===== src/rtl/mem_req_ctrl_if.sv =====
// Host command/response handshake plus the registered macro bus of mem_req_ctrl.
// slave = controller side, master = host/macro side.
interface mem_req_ctrl_if #(
  parameter int unsigned ADDR_BIT_COUNT = 9,
  parameter int unsigned WORD_SIZE      = 32
);
  logic                      REQ_VALID;
  logic                      REQ_READY;
  logic                      REQ_WE;
  logic [ADDR_BIT_COUNT-1:0] REQ_ADDR;
  logic [WORD_SIZE-1:0]      REQ_WDATA;
  logic                      RSP_VALID;
  logic                      RSP_READY;
  logic [WORD_SIZE-1:0]      RSP_RDATA;
  logic                      CE;
  logic                      WE;
  logic [ADDR_BIT_COUNT-1:0] ADDR;
  logic [WORD_SIZE-1:0]      DIN;
  logic [WORD_SIZE-1:0]      DOUT;
  logic                      BUSY;

  modport slave (
    input  REQ_VALID, REQ_WE, REQ_ADDR, REQ_WDATA, RSP_READY, DOUT,
    output REQ_READY, RSP_VALID, RSP_RDATA, CE, WE, ADDR, DIN, BUSY
  );

  modport master (
    output REQ_VALID, REQ_WE, REQ_ADDR, REQ_WDATA, RSP_READY, DOUT,
    input  REQ_READY, RSP_VALID, RSP_RDATA, CE, WE, ADDR, DIN, BUSY
  );
endinterface


===== src/rtl/mem_req_ctrl.sv =====
// Memory request controller: queues host commands, issues them to a single-port
// macro one per cycle, and returns read data in order through a credited response queue.
module mem_req_ctrl #(
  parameter int unsigned ADDR_BIT_COUNT = 9,
  parameter int unsigned WORD_SIZE      = 32,
  parameter int unsigned Q_DEPTH        = 4
) (
  input logic           CLK,
  input logic           RST,
  mem_req_ctrl_if.slave bus
);
  localparam int unsigned PW = (Q_DEPTH > 1) ? $clog2(Q_DEPTH) : 1;
  localparam int unsigned CW = PW + 1;
  localparam int unsigned SW = CW + 1;

  typedef enum logic {IDLE, ISSUE} state_t;
  state_t state;

  logic                      cmd_we_q    [Q_DEPTH];
  logic [ADDR_BIT_COUNT-1:0] cmd_addr_q  [Q_DEPTH];
  logic [WORD_SIZE-1:0]      cmd_wdata_q [Q_DEPTH];
  logic [PW-1:0]             cmd_wr_ptr, cmd_rd_ptr;
  logic [CW-1:0]             cmd_count;

  logic [WORD_SIZE-1:0]      rsp_data_q [Q_DEPTH];
  logic [PW-1:0]             rsp_wr_ptr, rsp_rd_ptr;
  logic [CW-1:0]             rsp_count;

  logic [1:0]                inflight;
  logic                      ce_q, we_q;
  logic [ADDR_BIT_COUNT-1:0] addr_q;
  logic [WORD_SIZE-1:0]      din_q;

  logic                      cmd_full, cmd_empty, cmd_push;
  logic                      rsp_empty, rsp_push, rsp_pop;
  logic                      head_we;
  logic [ADDR_BIT_COUNT-1:0] head_addr;
  logic [WORD_SIZE-1:0]      head_wdata;
  logic [SW-1:0]             credit_used;
  logic                      issue;

  always_comb begin
    cmd_full    = (cmd_count == CW'(Q_DEPTH));
    cmd_empty   = (cmd_count == '0);
    rsp_empty   = (rsp_count == '0);
    head_we     = cmd_we_q[cmd_rd_ptr];
    head_addr   = cmd_addr_q[cmd_rd_ptr];
    head_wdata  = cmd_wdata_q[cmd_rd_ptr];
    // Reads in flight already own a response slot, so a capture can never overflow.
    credit_used = SW'(rsp_count) + SW'(inflight[0]) + SW'(inflight[1]);
    issue       = !cmd_empty && (head_we || (credit_used < SW'(Q_DEPTH)));
    cmd_push    = bus.REQ_VALID && !cmd_full && !RST;
    rsp_push    = inflight[1];
    rsp_pop     = !rsp_empty && bus.RSP_READY;
  end

  assign bus.REQ_READY = !cmd_full && !RST;
  assign bus.RSP_VALID = !rsp_empty;
  assign bus.RSP_RDATA = rsp_empty ? '0 : rsp_data_q[rsp_rd_ptr];
  assign bus.BUSY      = !cmd_empty || !rsp_empty || (inflight != '0);
  assign bus.CE        = ce_q;
  assign bus.WE        = we_q;
  assign bus.ADDR      = addr_q;
  assign bus.DIN       = din_q;

  always_ff @(posedge CLK) begin
    if (cmd_push) begin
      cmd_we_q[cmd_wr_ptr]    <= bus.REQ_WE;
      cmd_addr_q[cmd_wr_ptr]  <= bus.REQ_ADDR;
      cmd_wdata_q[cmd_wr_ptr] <= bus.REQ_WDATA;
    end
    if (rsp_push) begin
      rsp_data_q[rsp_wr_ptr] <= bus.DOUT;
    end
  end

  always_ff @(posedge CLK or posedge RST) begin
    if (RST) begin
      cmd_wr_ptr <= '0;
      cmd_rd_ptr <= '0;
      cmd_count  <= '0;
    end else begin
      if (cmd_push) cmd_wr_ptr <= cmd_wr_ptr + PW'(1);
      if (issue)    cmd_rd_ptr <= cmd_rd_ptr + PW'(1);
      case ({cmd_push, issue})
        2'b10:   cmd_count <= cmd_count + CW'(1);
        2'b01:   cmd_count <= cmd_count - CW'(1);
        default: cmd_count <= cmd_count;
      endcase
    end
  end

  always_ff @(posedge CLK or posedge RST) begin
    if (RST) begin
      rsp_wr_ptr <= '0;
      rsp_rd_ptr <= '0;
      rsp_count  <= '0;
      inflight   <= '0;
    end else begin
      inflight <= {inflight[0], issue && !head_we};
      if (rsp_push) rsp_wr_ptr <= rsp_wr_ptr + PW'(1);
      if (rsp_pop)  rsp_rd_ptr <= rsp_rd_ptr + PW'(1);
      case ({rsp_push, rsp_pop})
        2'b10:   rsp_count <= rsp_count + CW'(1);
        2'b01:   rsp_count <= rsp_count - CW'(1);
        default: rsp_count <= rsp_count;
      endcase
    end
  end

  always_ff @(posedge CLK or posedge RST) begin
    if (RST) begin
      state  <= IDLE;
      ce_q   <= 1'b0;
      we_q   <= 1'b0;
      addr_q <= '0;
      din_q  <= '0;
    end else begin
      case (state)
        IDLE:    if (issue)  state <= ISSUE;
        ISSUE:   if (!issue) state <= IDLE;
        default: state <= IDLE;
      endcase
      if (issue) begin
        ce_q   <= 1'b1;
        we_q   <= head_we;
        addr_q <= head_addr;
        din_q  <= head_we ? head_wdata : '0;
      end else begin
        ce_q <= 1'b0;
        we_q <= 1'b0;
      end
    end
  end
endmodule


===== src/flat_wrapper.sv =====
// flat-port wrapper written by rule: the top's interface ports become plain ports
module mem_req_ctrl_flat 
#(
  parameter int unsigned ADDR_BIT_COUNT = 9,
  parameter int unsigned WORD_SIZE      = 32,
  parameter int unsigned Q_DEPTH        = 4
)
  (CLK, RST, bus_REQ_VALID, bus_REQ_WE, bus_REQ_ADDR, bus_REQ_WDATA, bus_RSP_READY, bus_DOUT, bus_REQ_READY, bus_RSP_VALID, bus_RSP_RDATA, bus_CE, bus_WE, bus_ADDR, bus_DIN, bus_BUSY);
  mem_req_ctrl_if #(.ADDR_BIT_COUNT(ADDR_BIT_COUNT), .WORD_SIZE(WORD_SIZE)) bus_i ();
  input logic CLK;
  input logic RST;
  input wire logic [$bits(bus_i.REQ_VALID)-1:0] bus_REQ_VALID;
  input wire logic [$bits(bus_i.REQ_WE)-1:0] bus_REQ_WE;
  input wire logic [$bits(bus_i.REQ_ADDR)-1:0] bus_REQ_ADDR;
  input wire logic [$bits(bus_i.REQ_WDATA)-1:0] bus_REQ_WDATA;
  input wire logic [$bits(bus_i.RSP_READY)-1:0] bus_RSP_READY;
  input wire logic [$bits(bus_i.DOUT)-1:0] bus_DOUT;
  output wire logic [$bits(bus_i.REQ_READY)-1:0] bus_REQ_READY;
  output wire logic [$bits(bus_i.RSP_VALID)-1:0] bus_RSP_VALID;
  output wire logic [$bits(bus_i.RSP_RDATA)-1:0] bus_RSP_RDATA;
  output wire logic [$bits(bus_i.CE)-1:0] bus_CE;
  output wire logic [$bits(bus_i.WE)-1:0] bus_WE;
  output wire logic [$bits(bus_i.ADDR)-1:0] bus_ADDR;
  output wire logic [$bits(bus_i.DIN)-1:0] bus_DIN;
  output wire logic [$bits(bus_i.BUSY)-1:0] bus_BUSY;
  assign bus_i.REQ_VALID = bus_REQ_VALID;
  assign bus_i.REQ_WE = bus_REQ_WE;
  assign bus_i.REQ_ADDR = bus_REQ_ADDR;
  assign bus_i.REQ_WDATA = bus_REQ_WDATA;
  assign bus_i.RSP_READY = bus_RSP_READY;
  assign bus_i.DOUT = bus_DOUT;
  assign bus_REQ_READY = bus_i.REQ_READY;
  assign bus_RSP_VALID = bus_i.RSP_VALID;
  assign bus_RSP_RDATA = bus_i.RSP_RDATA;
  assign bus_CE = bus_i.CE;
  assign bus_WE = bus_i.WE;
  assign bus_ADDR = bus_i.ADDR;
  assign bus_DIN = bus_i.DIN;
  assign bus_BUSY = bus_i.BUSY;
  mem_req_ctrl #(.ADDR_BIT_COUNT(ADDR_BIT_COUNT), .WORD_SIZE(WORD_SIZE), .Q_DEPTH(Q_DEPTH)) u_core (.CLK(CLK), .RST(RST), .bus(bus_i));
endmodule

===== config.mk =====
export PLATFORM = sky130hd
export DESIGN_NAME = mem_req_ctrl_flat
export DESIGN_NICKNAME = d
export VERILOG_FILES = /design/src/rtl/mem_req_ctrl_if.sv /design/src/rtl/mem_req_ctrl.sv /design/src/flat_wrapper.sv
export SDC_FILE = /design/constraint.sdc
export NUM_CORES = 1
export LEC_CHECK = 0
export CELL_PAD_IN_SITES_DETAIL_PLACEMENT = 0
export CELL_PAD_IN_SITES_GLOBAL_PLACEMENT = 2
export CORE_ASPECT_RATIO = 0.7
export CORE_UTILIZATION = 39
export DETAILED_ROUTE_END_ITERATION = 16
export GPL_TIMING_DRIVEN = 1
export PLACE_DENSITY_LB_ADDON = 0.1
export SLEW_MARGIN = 20
export SYNTH_ARGS = -nofsm -noshare
export SYNTH_HDL_FRONTEND = slang
export SYNTH_SLANG_ARGS = --single-unit

===== constraint.sdc =====
create_clock -name CLK -period 2.6 [get_ports CLK]
set_input_delay 0.39 -clock CLK [delete_from_list [all_inputs] [get_ports CLK]]
set_output_delay 0.39 -clock CLK [all_outputs]
set_load 0.05 [all_outputs]

==> Word-level counts from Yosys, hierarchy flattened <==
Memories as Yosys holds them, arrays and structs flattened. A register that Yosys moved wholly into a read port is not among the register bits.
Index checks and enable logic that the tools add are counted.
{ "op_classes": {"addsub": 10, "n_lt_le_gt_ge": 1, "n_eq_ne": 5, "mux": 10, "reduce_logical": 19} }
{ "op_table": {"columns": ["operator", "count"], "rows": [
  ["$mux W32", 2],
  ["$pmux W3 S2", 2],
  ["$add A2 B1 Y2 const B", 4],
  ["$add A3 B1 Y3 const B", 2],
  ["$logic_and A1 B1 Y1", 6],
  ["$logic_not A3 Y1", 2],
  ["$mux W1", 6],
  ["$reduce_bool A2 Y1", 3],
  ["$sub A3 B1 Y3 const B", 2],
  ["$logic_not A1 Y1", 5],
  ["$add A3 B1 Y4", 1],
  ["$add A4 B1 Y4", 1],
  ["$eq A2 B1 Y1 const B", 2],
  ["$eq A2 B2 Y1 const B", 2],
  ["$lt A4 B3 Y1 const B", 1],
  ["$eq A3 B3 Y1 const B", 1],
  ["$logic_or A1 B1 Y1", 3]
]} }
{ "word_totals": {"register_bits": 50, "ramBits": 296, "in_bits": 78, "out_inout_bits": 78, "wordCells": 59, "mem_count": 4} }
{ "memory_table": {"columns": ["name", "depth", "width", "rd", "rd_clocked_by_memory_dff", "wr", "line_no", "source"], "rows": [
  ["u_core.cmd_wdata_q", 4, 32, 1, 0, 1, "mem_req_ctrl.sv:21", "logic [WORD_SIZE-1:0] cmd_wdata_q [Q_DEPTH];"],
  ["u_core.rsp_data_q", 4, 32, 1, 0, 1, "mem_req_ctrl.sv:25", "logic [WORD_SIZE-1:0] rsp_data_q [Q_DEPTH];"],
  ["u_core.cmd_addr_q", 4, 9, 1, 1, 1, "mem_req_ctrl.sv:20", "logic [ADDR_BIT_COUNT-1:0] cmd_addr_q [Q_DEPTH];"],
  ["u_core.cmd_we_q", 4, 1, 1, 0, 1, "mem_req_ctrl.sv:19", "logic cmd_we_q [Q_DEPTH];"]
]} }

==> Logic depth before layout (Yosys ltp) <==
{ "logic_depth": {"ltp_word": 7, "mapped_depth": 12, "depth_no_buf": 11} }

==> Least setup slack after synthesis <==
OpenSTA, ideal clock, no wires.
{ "synth_path": {"path_type": "flip-flop to flip-flop", "startpoint": "register u_core.cmd_count[2]", "endpoint": "memory u_core.cmd_addr_q[0][0] (enable)", "setup_ps": 404, "arrival_ps": 2616, "path_slack_ps": -420, "stages_incl_launch_ff": 3, "n_path_buf": 0, "synth_period_minus_slack_ps": 3020, "path_cell_list": "dfrtp_1 -> a31oi_1 -> and3_1"} }
{ "synth_between": {"elab_chain_cells": 6} }
{ "synth_lines": {"columns": ["item", "line_no", "source"], "rows": [
  ["start: declaration", "mem_req_ctrl.sv:23", "logic [CW-1:0] cmd_count;"],
  ["start signal: assignment", "mem_req_ctrl.sv:86", "2'b10: cmd_count <= cmd_count + CW'(1);"],
  ["start signal: assignment", "mem_req_ctrl.sv:87", "2'b01: cmd_count <= cmd_count - CW'(1);"],
  ["start signal: assignment", "mem_req_ctrl.sv:88", "default: cmd_count <= cmd_count;"],
  ["$eq A3 B3 Y1", "mem_req_ctrl.sv:43", "cmd_full = (cmd_count == CW'(Q_DEPTH));"],
  ["$logic_not A1 Y1", "mem_req_ctrl.sv:52", "cmd_push = bus.REQ_VALID && !cmd_full && !RST;"],
  ["$logic_and A1 B1 Y1 (2 in a row)", "mem_req_ctrl.sv:52", null],
  ["$mux W1", "mem_req_ctrl.sv:67", "if (cmd_push) begin"],
  ["$mux W1 (not written as such)", "mem_req_ctrl.sv:69", "cmd_addr_q[cmd_wr_ptr] <= bus.REQ_ADDR;"],
  ["end: declaration", "mem_req_ctrl.sv:20", null]
]} }
No other way between the ends.

==> Final worst setup path <==
{ "layout_path": {"startpoint": "register u_core.rsp_rd_ptr[0]", "endpoint": "output port bus_RSP_RDATA[19]"} }
{ "layout_between": {"elab_chain_cells": 2} }
{ "layout_lines": {"columns": ["item", "line_no", "source"], "rows": [
  ["start: declaration", "mem_req_ctrl.sv:26", "logic [PW-1:0] rsp_wr_ptr, rsp_rd_ptr;"],
  ["start signal: assignment", "mem_req_ctrl.sv:102", "if (rsp_pop) rsp_rd_ptr <= rsp_rd_ptr + PW'(1);"],
  ["$mem_v2 Z4 W32", null, null],
  ["$mux W32", "mem_req_ctrl.sv:59", "assign bus.RSP_RDATA = rsp_empty ? '0 : rsp_data_q[rsp_rd_ptr];"],
  ["end: declaration", "flat_wrapper.sv:20", "output wire logic [$bits(bus_i.RSP_RDATA)-1:0] bus_RSP_RDATA;"]
]} }
No other way between the ends.

==> summary.txt <==
Setup path
  – CP max stage delay: about 550 ps
  – CP Depth: 4
  – Crit path DAT: 2090 ps
  – R2R Setup Slk: 230 ps
  – Crit start category: flop
  – Worst EP required: between 2000 and 2500 ps
  – Worst path cell trace: buf_12, mux4_2, and2_1, buf_12
  – Reg2Reg Launch Point: u_core.rsp_count[0]
  – Reg2reg end: u_core.cmd_count[2]
  – CP top delay family: multiplexers
  – Worst setup EP type: primary output
  – Worst Path Max Fanout: 34
  – Crit Path Category: flop to primary output
  – Slowest cell on crit path: mux4_2
  – Worst r2r path cells: 12
  – Crit-path most repeated cell: buf_12
  – Critical Path Sink: bus_RSP_RDATA[19]
  – Bufs and invs on worst path: 2
  – Critical Path Source: u_core.rsp_rd_ptr[0]

Global route
  – Gr usage total: between 10% and 20%
  – Grt total ovfl: 0
  – Vias in the first global route: ~7,100
  – First-pass GRT wire length: around 43,000 um
  – Number of antenna violations at the first check in global routing: 0
  – Largest net degree at the start of global routing: 60

Clock network
  – Clock Latency Late Sink: ~520 ps
  – Clock transition at path regs: ~60 ps
  – CTS Hold Bufs: 0
  – Longest Clk Path Bufs: 3
  – CTS tree: done
  – Inserted Clock Buffers: 37
  – Root buffer cell: clkbuf_16
  – Buffer count from post-CTS setup fixing: 0
  – H-tree depth: 2
  – Num Clock Sinks: between 300 and 400

STA
  – Final worst path period need: between 2000 and 2500 ps
  – Clk_skew: 19.3 ps
  – F_max: 0.403 GHz
  – Endpoints failing setup: 0
  – Final total negative setup slack: 0 ps
  – Unrepaired setup endpoints after global routing: false
  – Final period utilization: 95.5%
  – Final Hold Viols: 0
  – Slew Viols, Final: 0
  – Worst-margin pin slew: 745 ps
  – Slew margin rel.: 50.4%

Pwr
  – Pleak: approximately 6.0 nW
  – PnR Total Power: ~0.023 W
  – Cell Pwr Density: between 1000 and 1500 nW/um^2
  – Peak VDD IR: approximately 0.6 mV

Synth
  – Mapped Area: roughly 13,000 um^2
  – FF+latch count, synth: approximately 360
  – Synth Area in XOR/XNOR: less than 1%
  – Adder-Cell Fraction of Synth Area: between 1 and 1.5%
  – Mapped Avg Cell Area: about 22 um^2
  – Simple-gate share of the synthesized area: ~2.4%
  – Register area share after synthesis: a little under 80%
  – Count of cell types in the netlist: 30
  – Yosys warns: 0
  – Largest cells by area after synthesis: edfxtp_1 (67%), mux4_2 (13%), dfrtp_1 (11%)
  – Post-synthesis mux area share: a little over an eighth
  – Largest family of logic cells by synthesized area: multiplexers
  – Cell type with the largest total area after synthesis: edfxtp_1
  – Top cell type's share of synthesized area: 66.7%
  – Post-Synthesis Cells: ~600
  – Post-synthesis compound-gate area fraction: approximately 2.6%
  – Post-Synthesis Net Count: approximately 700

Floorplanning
  – Die area: roughly 35,000 um^2
  – Die height: 157 um
  – Starting Density: approximately two fifths
  – # rows: 56
  – Die X-Extent: between 200 and 250 um
  – Num ports: around 160
  – Core Region: 33,600 um^2

Routing
  – Antenna viol nets, final: 0
  – Residual DRC count: 0
  – Per-cell routed wire length: about 22 um
  – Vias per inst: between 5 and 6
  – Pre-antenna DRT Iters: 6
  – Final wirelength: between 20,000 and 30,000 um
  – Vias: approximately 6,400
  – Iteration-0 DRC Markers: 306

Min path
  – Worst Hold Class: input pin to asynchronous set/reset pin

Place
  – Final GP Congestion: about 0.73
  – Final HPWL DP: around 16,000 um
  – PortBufs: 155
  – Dpl cells: ~1,200

Run status
  – Outcome: completed

Finish
  – Cell Count, Final, Fillers Out: ~1,200
  – Area growth syn-to-layout: 28.5%
  – Share of layout cells above drive strength 1: between 20% and 30%
  – Diodes inserted: 0
  – Most frequent cells in the layout: edfxtp_1 (296), clkdlybuf4s50_1 (120), mux4_2 (74)
  – Commonest non-fill, non-tap cell in the layout: edfxtp_1
  – Fin util: between 50 and 60%
  – Final net count: approximately 900

Flow run
  – Max-cap violations: 0
==> where the power goes <==
group	internal, W	total [W]	switching [W]	leakage [nW]
Clock	0.00331	0.00540	0.00209	0.622
Combinational	0.00428	0.00967	0.00539	1.95
Sequential	0.00723	0.00764	0.000408	3.40
Total	0.0148	0.0227	0.00789	5.98
==> metal layers <==
| metal | vias up | track usage (%) | wire, um |
|---|---|---|---|
| li1 | 2805 | - | - |
| met5 | - | 0 | 0 |
| met4 | 0 | 4.37 | 445 |
| met3 | 38 | 2.84 | 954 |
| met2 | 112 | 27.1 | 13600 |
| met1 | 3399 | 22.7 | 12800 |
==> area by class of cell <==
class	count	area [um^2]
timing repair buffer	174	2110
fill	2675	16400
tap	435	544
inverter	14	52.6
clock inverter	15	173
sequential	355	10400
multi-input combinational	203	2780
clock buffer	53	1090
==> through the flow <==
stage / hold WS, ps / area (um^2) / setup WS, ps
2_1_floorplan: 367 / 13300 / 110
3_3_place_gp: 385 / 15800 / 234
3_5_place_dp: 407 / 15800 / 218
4_1_cts: 328 / 17100 / 17.7
5_1_grt: 379 / 17100 / 11.4
6_report: 332 / 17100 / 117
==> worst min path at each step <==
stage                         end               start
3_5_place_dp   u_core.inflight[1]  u_core.inflight[0]
2_1_floorplan  u_core.inflight[1]  u_core.inflight[0]
5_1_grt             u_core.bus.CE                 RST
6_report       u_core.bus.ADDR[3]                 RST
3_3_place_gp   u_core.inflight[1]  u_core.inflight[0]
4_1_cts        u_core.bus.ADDR[3]                 RST
==> sequential cells by signal (all words and copies together), names as in the netlist, 3 cells and up <==
signal and cells:
u_core.rsp_data_q 128, u_core.cmd_we_q 4, u_core.cmd_addr_q 36, u_core.bus.ADDR 9
u_core.cmd_wdata_q 128, u_core.rsp_count 3, u_core.bus.DIN 32, u_core.cmd_count 3
==> worst register-to-register path, cell delays in order (launching register included) <==
cell and delay [ps]:
dfrtp_1 420, ha_1 290, a21o_1 180, a21oi_1 140
buf_4 150, o21ai_4 50, inv_2 60, ha_1 170
inv_1 60, fa_1 370, xor2_1 150, nor2_1 110
xor2_1 140
==> cells in the mapped netlist <==
master,number
o21ai_0,2
nor2_1,3
or4_1,1
inv_2,1
mux2i_1,1
edfxtp_1,296
a21o_1,1
o21ai_4,1
mux4_2,74
o21a_1,1
o211ai_1,1
ha_1,11
fa_1,2
a31oi_1,1
and3_1,4
buf_1,1
a21oi_1,1
nand2_1,4
or3_1,2
and2_1,39
mux2_4,8
clkbuf_1,16
buf_6,1
inv_1,13
xnor2_1,5
mux2_2,3
dfrtp_1,59
buf_2,13
xor2_1,6
a22o_1,32
==> timing repair <==
action                                  in CTS  in global routing
endpoints found under the hold margin        0                  0
gates resized for setup                      0                  1
endpoints found under the setup margin       0                  1
==> cell families (layout without fill, tap and decap cells) <==
family,Yosys count,in the layout
AO/OA/AOI/OAI,40,40
XOR/XNOR,11,11
adder cells (fa/ha/maj),13,13
buffers and inverters,45,256
flip-flops,355,355
multiplexers,86,86
AND/OR/NAND/NOR,53,53
No activity file was read; power rests on OpenSTA's default activity.
